[src/rtl/io_bus_arbiter.sv]
// rtl/io_bus_arbiter.sv - two-requester round-robin arbiter onto a single strobed IO bus
// One transaction in flight; a stalled bus is aborted after TIMEOUT wait cycles with ERR_DATA.
module io_bus_arbiter #(
  parameter int          TIMEOUT  = 255,
  parameter logic [31:0] ERR_DATA = 32'hDEADBEEF
) (
  input  logic        CLK,
  input  logic        RST,
  input  logic        M0_REQ,
  input  logic        M0_WE,
  input  logic [31:0] M0_ADDR,
  input  logic [31:0] M0_WDATA,
  output logic        M0_ACK,
  output logic [31:0] M0_RDATA,
  input  logic        M1_REQ,
  input  logic        M1_WE,
  input  logic [31:0] M1_ADDR,
  input  logic [31:0] M1_WDATA,
  output logic        M1_ACK,
  output logic [31:0] M1_RDATA,
  output logic        ERR,
  output logic [31:0] IO_Address,
  output logic [31:0] IO_Write_Data,
  output logic        IO_Addr_Strobe,
  output logic        IO_Read_Strobe,
  output logic        IO_Write_Strobe,
  input  logic [31:0] IO_Read_Data,
  input  logic        IO_Ready
);

  typedef enum logic [1:0] {IDLE, ISSUE, WAIT, DONE} state_t;

  localparam logic [8:0] TIMEOUT_CNT = 9'(TIMEOUT);

  state_t      state;
  logic        last;
  logic        gnt;
  logic        we_q;
  logic [8:0]  wait_cnt;

  logic        pick;
  logic        cnt_hit;
  logic        complete;
  logic        timed_out;
  logic [31:0] cap_data;

  always_comb begin
    pick      = (M0_REQ && M1_REQ) ? ~last : M1_REQ;
    cnt_hit   = (wait_cnt + 9'd1) == TIMEOUT_CNT;
    complete  = 1'b0;
    timed_out = 1'b0;
    if (state == ISSUE) begin
      complete = IO_Ready;
    end else if (state == WAIT) begin
      complete  = IO_Ready || cnt_hit;
      timed_out = !IO_Ready && cnt_hit;
    end
    cap_data = timed_out ? ERR_DATA : IO_Read_Data;
  end

  always_ff @(posedge CLK) begin
    if (RST) begin
      state           <= IDLE;
      last            <= 1'b1;
      gnt             <= 1'b0;
      we_q            <= 1'b0;
      wait_cnt        <= '0;
      M0_ACK          <= 1'b0;
      M1_ACK          <= 1'b0;
      ERR             <= 1'b0;
      M0_RDATA        <= '0;
      M1_RDATA        <= '0;
      IO_Address      <= '0;
      IO_Write_Data   <= '0;
      IO_Addr_Strobe  <= 1'b0;
      IO_Read_Strobe  <= 1'b0;
      IO_Write_Strobe <= 1'b0;
    end else begin
      M0_ACK          <= 1'b0;
      M1_ACK          <= 1'b0;
      ERR             <= 1'b0;
      IO_Addr_Strobe  <= 1'b0;
      IO_Read_Strobe  <= 1'b0;
      IO_Write_Strobe <= 1'b0;
      case (state)
        IDLE: begin
          if (M0_REQ || M1_REQ) begin
            gnt             <= pick;
            last            <= pick;
            we_q            <= pick ? M1_WE : M0_WE;
            IO_Address      <= pick ? M1_ADDR : M0_ADDR;
            IO_Write_Data   <= pick ? M1_WDATA : M0_WDATA;
            IO_Addr_Strobe  <= 1'b1;
            IO_Read_Strobe  <= pick ? !M1_WE : !M0_WE;
            IO_Write_Strobe <= pick ? M1_WE : M0_WE;
            wait_cnt        <= '0;
            state           <= ISSUE;
          end
        end
        ISSUE: begin
          if (!complete) begin
            state <= WAIT;
          end
        end
        WAIT: begin
          wait_cnt <= wait_cnt + 9'd1;
        end
        DONE: begin
          state <= IDLE;
        end
        default: state <= IDLE;
      endcase
      // Completion from ISSUE or WAIT: ACK/ERR/RDATA are registered so they appear in DONE.
      if (complete) begin
        state  <= DONE;
        M0_ACK <= !gnt;
        M1_ACK <= gnt;
        ERR    <= timed_out;
        if (!we_q && !gnt) M0_RDATA <= cap_data;
        if (!we_q && gnt)  M1_RDATA <= cap_data;
      end
    end
  end

endmodule

[config.mk]
export PLATFORM = sky130hd
export DESIGN_NAME = io_bus_arbiter
export DESIGN_NICKNAME = d
export VERILOG_FILES = /design/src/rtl/io_bus_arbiter.sv
export SDC_FILE = /design/constraint.sdc
export NUM_CORES = 1
export LEC_CHECK = 0
export CORE_MARGIN = 1
export CORE_UTILIZATION = 45
export DETAILED_ROUTE_END_ITERATION = 12
export GPL_ROUTABILITY_DRIVEN = 1
export PLACE_DENSITY = 0.84
export SYNTH_ARGS = -nofsm -noshare
export SYNTH_HDL_FRONTEND = slang
export SYNTH_SLANG_ARGS = --single-unit
[constraint.sdc]
create_clock -name CLK -period 3.6 [get_ports CLK]
set_input_delay 0.9 -clock CLK [delete_from_list [all_inputs] [get_ports CLK]]
set_output_delay 0.9 -clock CLK [all_outputs]
set_load 0.02 [all_outputs]
==> results of run 1 <==
## layout make-up
type | count | share of cell area
antenna | 3 | 0.000734
timing repair buffer | 309 | 0.305
sequential | 148 | 0.290
multi-input combinational | 440 | 0.317
inverter | 4 | 0.00147
clock inverter | 10 | 0.0171
tap | 180 | 0.0220
clock buffer | 22 | 0.0474
## per-stage QoR
step	setup slack [ps]	hold WS [ps]	instance area (um2)
3_5_place_dp	668	465	9560
4_1_cts	777	475	10200
5_1_grt	596	493	10200
6_report	782	476	10200
2_1_floorplan	1320	448	6430
3_3_place_gp	678	461	9560
## layout by cell type, fill, tap and decap left out, types with 2 or more instances in the layout
cell,n
sky130_fd_sc_hd__and3_1,2
sky130_fd_sc_hd__nor2_1,81
sky130_fd_sc_hd__a311oi_1,3
sky130_fd_sc_hd__xor2_1,2
sky130_fd_sc_hd__ha_1,6
sky130_fd_sc_hd__clkinv_2,5
sky130_fd_sc_hd__o21bai_1,24
sky130_fd_sc_hd__or2_2,2
sky130_fd_sc_hd__nand3_1,4
sky130_fd_sc_hd__mux2i_1,129
sky130_fd_sc_hd__a211oi_1,66
sky130_fd_sc_hd__a21oi_1,8
sky130_fd_sc_hd__inv_1,4
sky130_fd_sc_hd__nor3b_1,3
sky130_fd_sc_hd__clkbuf_8,4
sky130_fd_sc_hd__bufinv_16,5
sky130_fd_sc_hd__buf_12,4
sky130_fd_sc_hd__nand2_1,4
sky130_fd_sc_hd__or3b_2,10
sky130_fd_sc_hd__buf_4,6
sky130_fd_sc_hd__o21ai_0,9
sky130_fd_sc_hd__diode_2,3
sky130_fd_sc_hd__nand2b_1,65
sky130_fd_sc_hd__a22oi_1,2
sky130_fd_sc_hd__clkdlybuf4s50_1,299
sky130_fd_sc_hd__nand4_1,2
sky130_fd_sc_hd__and2_1,2
sky130_fd_sc_hd__dfxtp_1,148
sky130_fd_sc_hd__a31oi_1,4
sky130_fd_sc_hd__clkbuf_16,17
sky130_fd_sc_hd__nor3_1,2
## path summary, 6_finish.rpt
path / startpoint / end / slack [ps] / cells after the start
min: M0_RDATA[14] / M0_RDATA[14] / 480 / 2
min reg2reg: M0_RDATA[14] / M0_RDATA[14] / 480 / 2
max: wait_cnt[0] / M0_RDATA[19] / 780 / 6
max reg2reg: wait_cnt[0] / M0_RDATA[19] / 780 / 6
## power by group
group          switching, uW  internal, uW
Sequential               209          2000
Clock                    663          1300
Combinational           1360          1200
## state kept, by name (all words and copies together), names as in the netlist
name,count
ERR,1
M1_RDATA,32
M0_RDATA,32
M1_ACK,1
wait_cnt,9
we_q,1
IO_Address,32
last,1
IO_Addr_Strobe,1
M0_ACK,1
gnt,1
IO_Write_Data,32
IO_Read_Strobe,1
IO_Write_Strobe,1
state,2
## critical path, cell delays in order, from the launching register on
cell and delay, ps:
sky130_fd_sc_hd__dfxtp_1 430, sky130_fd_sc_hd__ha_1 300, sky130_fd_sc_hd__xor2_1 160, sky130_fd_sc_hd__nand3_1 120, sky130_fd_sc_hd__o41a_1 490, sky130_fd_sc_hd__or3_2 890, sky130_fd_sc_hd__mux2i_1 250
## kinds of logic after synthesis
| logic type | count (synthesis) | synth area share |
|---|---|---|
| AOI/OAI and AO/OA | 119 | 0.133 |
| xor gates and xnor gates | 3 | 0.00408 |
| adders and majority gates | 6 | 0.0117 |
| buffers and inverters | 59 | 0.0406 |
| DFF | 148 | 0.460 |
| muxes | 129 | 0.201 |
| and+or+nand+nor | 183 | 0.150 |
## layer usage
layer  wire, um  part of all wire  up-vias
met5          0                 0        -
met4        517             0.027        0
met3       1400             0.073       34
met2       9600              0.50      203
met1       7560              0.40     2647
li1           -                 -     2847
==> reports/metrics.cfg, run 1 <==
[global_route]
grt_antenna_before_repair=4
groute.layer.met3.usage=0.0899
grt_busiest_layer=met2
global_route.usage.total=0.257
grt_max_degree=70
global_route.usage.met2=0.441
grt_pass1_wl_mm=28.8
grt_pass1_vias=5604
gr-total-overflow=0
use_met1=0.282

[sta]
timing_max_transition_violations_final=0
finalSetupTns_ps=0
final_hold_vios=0
relSlewSlack=0.304
worstMarginPinSlew_ps=1040
timing.clock.skew_ps=6.67
clock.fmax_mhz=355
layout_min_cycle_time_ps=2820
final_min_period_over_clock_period=0.783
setup-violations-final=0
grt_setup_unrepaired=no

[detailed_routing]
route.detailed.wl_per_inst_um=17.1
drtAntennaViolNets=0
vias_per_cell=5.14
dr.pass1.iters=4
initialDrtViolationCount=327
remaining_drc_errors=0
vias=5731
final_wl_mm=19.1

[placement]
hpwlAfterDp_mm=13.9
placedCellCount=1081
routability_congestion_estimate=0.794
placement.io_buffers=300

[status]
outcome=completed

[synth]
ranking_of_synthesized_cells_by_instance_count=sky130_fd_sc_hd__dfxtp_1 (148), sky130_fd_sc_hd__mux2i_1 (129), sky130_fd_sc_hd__nor2_1 (81)
synth_top_area_cell=sky130_fd_sc_hd__dfxtp_1
syn-mean-instance-area_um2=9.95
synth-warning-count=0
post_synth_inst_count=647
netlist-cell-type-count=37
synth_top_flop_cell=sky130_fd_sc_hd__dfxtp_1
post-synth-top-area-fraction=0.460
syn_std_cell_area_um2=6430
synth.ff_latch_count=148
fraction_of_synthesis_flops_using_an_asynchronous_set_or_reset_pin=0
synth_top_cells_by_area=sky130_fd_sc_hd__dfxtp_1 (46%), sky130_fd_sc_hd__mux2i_1 (20%), sky130_fd_sc_hd__a211oi_1 (7.7%), sky130_fd_sc_hd__nand2b_1 (6.3%), sky130_fd_sc_hd__nor2_1 (4.7%)
synth_fp_nets=820
synth_enable_flop_cells=0
synth_most_common_cell=sky130_fd_sc_hd__dfxtp_1
yosysSeqAreaShare=0.460

[clock_tree]
clk_pin_slew_worst_setup_hold_paths_ps=60
cts-buffers-inserted=17
htree_levels=4
clock_tree.buffer_depth=2
post-cts-setup-buffer-count=0
clock_latency_ps=420
post_cts_resize_count=0
numClockSinks=148
postCtsHoldBufs=0
clk_root_buffer_cell=sky130_fd_sc_hd__clkbuf_16
cts_tree=yes

[pwr]
total_power_uw=6730
ir_worst_vdd_mv=0.388
p_per_area_nw_per_um2=658
leakagePower_uw=0.00419

[floorplan]
die_y_um=122
die_x_um=122
floorplan.die_area_um2=14800
initial_cell_density_of_the_core=0.462
pin_count=301
placementRows=43
fp.coreArea_um2=13900

[worst_setup_path]
worstSetupEndpointType=flop
critPathMaxFanout=32
crit_path_start_kind=flop
worst-setup-path-type=flop to flop
arrival_ps=3080
data_required_time_of_the_critical_path_ps=3860

[finish]
final-instance-count-excl-fill=1116
final_util=0.734
n_fill_cell=1043
finish.net_count=1093
multi_input_area_um2=3240
share_of_post_route_cells_with_drive_strength_above_1=0.0622
layout.area.seq_um2=2960
synthToLayoutAreaGrowth_pct=58.9

[min_path]
timing.hold.worst.class=flop to flop

[job]
drv_cap=0

Note: power is estimated with default switching activity, not from simulation.
==> run 2: changes to the inputs <==
--- a/config.mk
+++ b/config.mk
@@ -6,10 +6,10 @@
 export NUM_CORES = 1
 export LEC_CHECK = 0
 export CORE_MARGIN = 1
-export CORE_UTILIZATION = 45
+export CORE_UTILIZATION = 37
 export DETAILED_ROUTE_END_ITERATION = 12
 export GPL_ROUTABILITY_DRIVEN = 1
-export PLACE_DENSITY = 0.84
+export PLACE_DENSITY = 0.73
 export SYNTH_ARGS = -nofsm -noshare
 export SYNTH_HDL_FRONTEND = slang
 export SYNTH_SLANG_ARGS = --single-unit
==> constraint.sdc (replaced) <==
create_clock -name CLK -period 2.3 [get_ports CLK]
set_input_delay 0.575 -clock CLK [delete_from_list [all_inputs] [get_ports CLK]]
set_output_delay 0.575 -clock CLK [all_outputs]
set_load 0.02 [all_outputs]
==> reports/metrics.cfg, run 2 (synthesis gave the netlist of run 1 again) <==
[floorplan]
die_y_um=134
die_x_um=134
pin_count=301
fp.coreArea_um2=16800
placementRows=47
floorplan.die_area_um2=17900
initial_cell_density_of_the_core=0.384

[clock_tree]
clk_pin_slew_worst_setup_hold_paths_ps=60
cts-buffers-inserted=17
htree_levels=4
numClockSinks=148
clock_tree.buffer_depth=2
clk_root_buffer_cell=sky130_fd_sc_hd__clkbuf_16
clock_latency_ps=410
cts_tree=yes

[pwr]
swShare=0.332
share_seq_of_total_power=0.325
leakagePower_uw=0.00434
ir_worst_vdd_mv=0.603
total_power_uw=10600
power_report.internal_total_uw=7070
power_frac_clock=0.278
switchingPower_uw=3510
p_per_area_nw_per_um2=1000
power.combinational.fraction=0.397

[worst_setup_path]
critPathMaxFanout=32
worst_path_largest_cell_delay_ps=450
data_required_time_of_the_critical_path_ps=2590
worstSetupEndpointType=flop
path_buf_inv=2
critical-path-top-delay-family=simple AND/OR/NAND/NOR gates
cp_cell_sequence=buf_4 > ha_1 > nor2_1 > o41a_1 > or3_2 > buf_12 > mux2i_1
crit_slowest_cell=sky130_fd_sc_hd__or3_2
crit_path_start_kind=flop
worst-setup-path-type=flop to flop
arrival_ps=2490

[sta]
final_min_period_over_clock_period=0.955
final_hold_vios=0
clock.fmax_mhz=455
grt_setup_unrepaired=no
timing.clock.skew_ps=6.11
relSlewSlack=0.439
worstMarginPinSlew_ps=842
setup-violations-final=0
layout_min_cycle_time_ps=2200
timing_max_transition_violations_final=0

[global_route]
gr-total-overflow=0
grt_max_degree=111
grt_pass1_vias=5642
global_route.usage.total=0.217
grt_antenna_before_repair=1
grt_pass1_wl_mm=29.8

[detailed_routing]
dr.pass1.iters=4
vias_per_cell=4.83
route.top_layer_used=met5
remaining_drc_errors=0
routed-wl-met3_mm=1.48
vias=5703
route.detailed.wl_per_inst_um=16.9
wl_met1_mm=8.15
route.met2.wl_mm=9.94
drtAntennaViolNets=0
initialDrtViolationCount=257
final_wl_mm=19.9

[finish]
most-common-layout-cells=sky130_fd_sc_hd__clkdlybuf4s50_1 (299), sky130_fd_sc_hd__dfxtp_1 (148), sky130_fd_sc_hd__mux2i_1 (129), sky130_fd_sc_hd__nor2_1 (81), sky130_fd_sc_hd__a211oi_1 (66)
final_util=0.629
n_fill_cell=1420
final_area_um2=10500
share_of_post_route_cells_with_drive_strength_above_1=0.0875
most_common_cell_after_layout_fill_and_taps_aside=sky130_fd_sc_hd__clkdlybuf4s50_1
synthToLayoutAreaGrowth_pct=63.9
finish.net_count=1120

[job]
drv_cap=0

[placement]
placement.cell_area_um2=9890
routability_congestion_estimate=0.795
hpwlAfterDp_mm=14.9
placement.io_buffers=300

[min_path]
timing.hold.worst.class=flop to flop

[status]
outcome=completed

==> run 2: cell count changes in the layout (fill, tap and decap cells not counted), sizes merged <==
cell      before  now
buf           10   36
diode          3    1
bufinv         5    4
clkinvlp       0    1
clkbuf        22   23
==> run 2: worst register-to-register path, cell delays in order (launching register included) <==
cell and delay, ps:
sky130_fd_sc_hd__dfxtp_1 320, sky130_fd_sc_hd__buf_4 120, sky130_fd_sc_hd__ha_1 270, sky130_fd_sc_hd__nor2_1 80, sky130_fd_sc_hd__o41a_1 430, sky130_fd_sc_hd__or3_2 450
sky130_fd_sc_hd__buf_12 200, sky130_fd_sc_hd__mux2i_1 200
==> run 2: path summary, 6_finish.rpt <==
path           startpoint            to  slack (ps)  depth (start not counted)
max              state[1]   M0_RDATA[9]         100                          7
min          M0_RDATA[19]  M0_RDATA[19]         470                          2
max reg2reg      state[1]   M0_RDATA[9]         100                          7
min reg2reg  M0_RDATA[19]  M0_RDATA[19]         470                          2
==> run 2: metrics by stage <==
step	std cells	TNS, ps	worst slack [ps]	hold slack [ps]
detailed placement	1147	-2.17	-1.40	465
CTS	1179	0	19.8	477
finish	1181	0	103	473
global placement	1147	0	52.9	460
floorplan	647	0	18.0	448
global route	1180	0	0.0830	494
==> run 2: power by group through the flow <==
stage | combinational (uW) | sequential (uW) | clock, uW
6_report | 4200 | 3430 | 2940
4_1_cts | 4230 | 3440 | 3010
3_5_place_dp | 4210 | 3480 | 0
5_1_grt | 4500 | 3500 | 3100
2_1_floorplan | 1580 | 4110 | 0
3_3_place_gp | 4170 | 3460 | 0
==> run 2: what timing repair did <==
item | CTS | global route
hold buffers | 0 | 0
endpoints found under the setup margin | 0 | 63
buffers inserted | 0 | 0
gates resized for setup | 0 | 1
==> run 2: final cells by class <==
| type | instances | area (um2) | share of cell area |
|---|---|---|---|
| sequential | 148 | 2960 | 0.281 |
| multi-input combinational | 440 | 3240 | 0.307 |
| inverter | 4 | 15.0 | 0.00142 |
| antenna | 1 | 2.50 | 0.000237 |
| tap | 220 | 275 | 0.0261 |
| timing repair buffer | 336 | 3430 | 0.325 |
| clock buffer | 22 | 474 | 0.0450 |
| clock inverter | 10 | 153 | 0.0145 |
==> run 2: routing by layer <==
metal,global-route usage,vias up
met5,0,-
met4,0.0789,2
met3,0.0801,24
met2,0.376,187
met1,0.242,2589
li1,-,2901
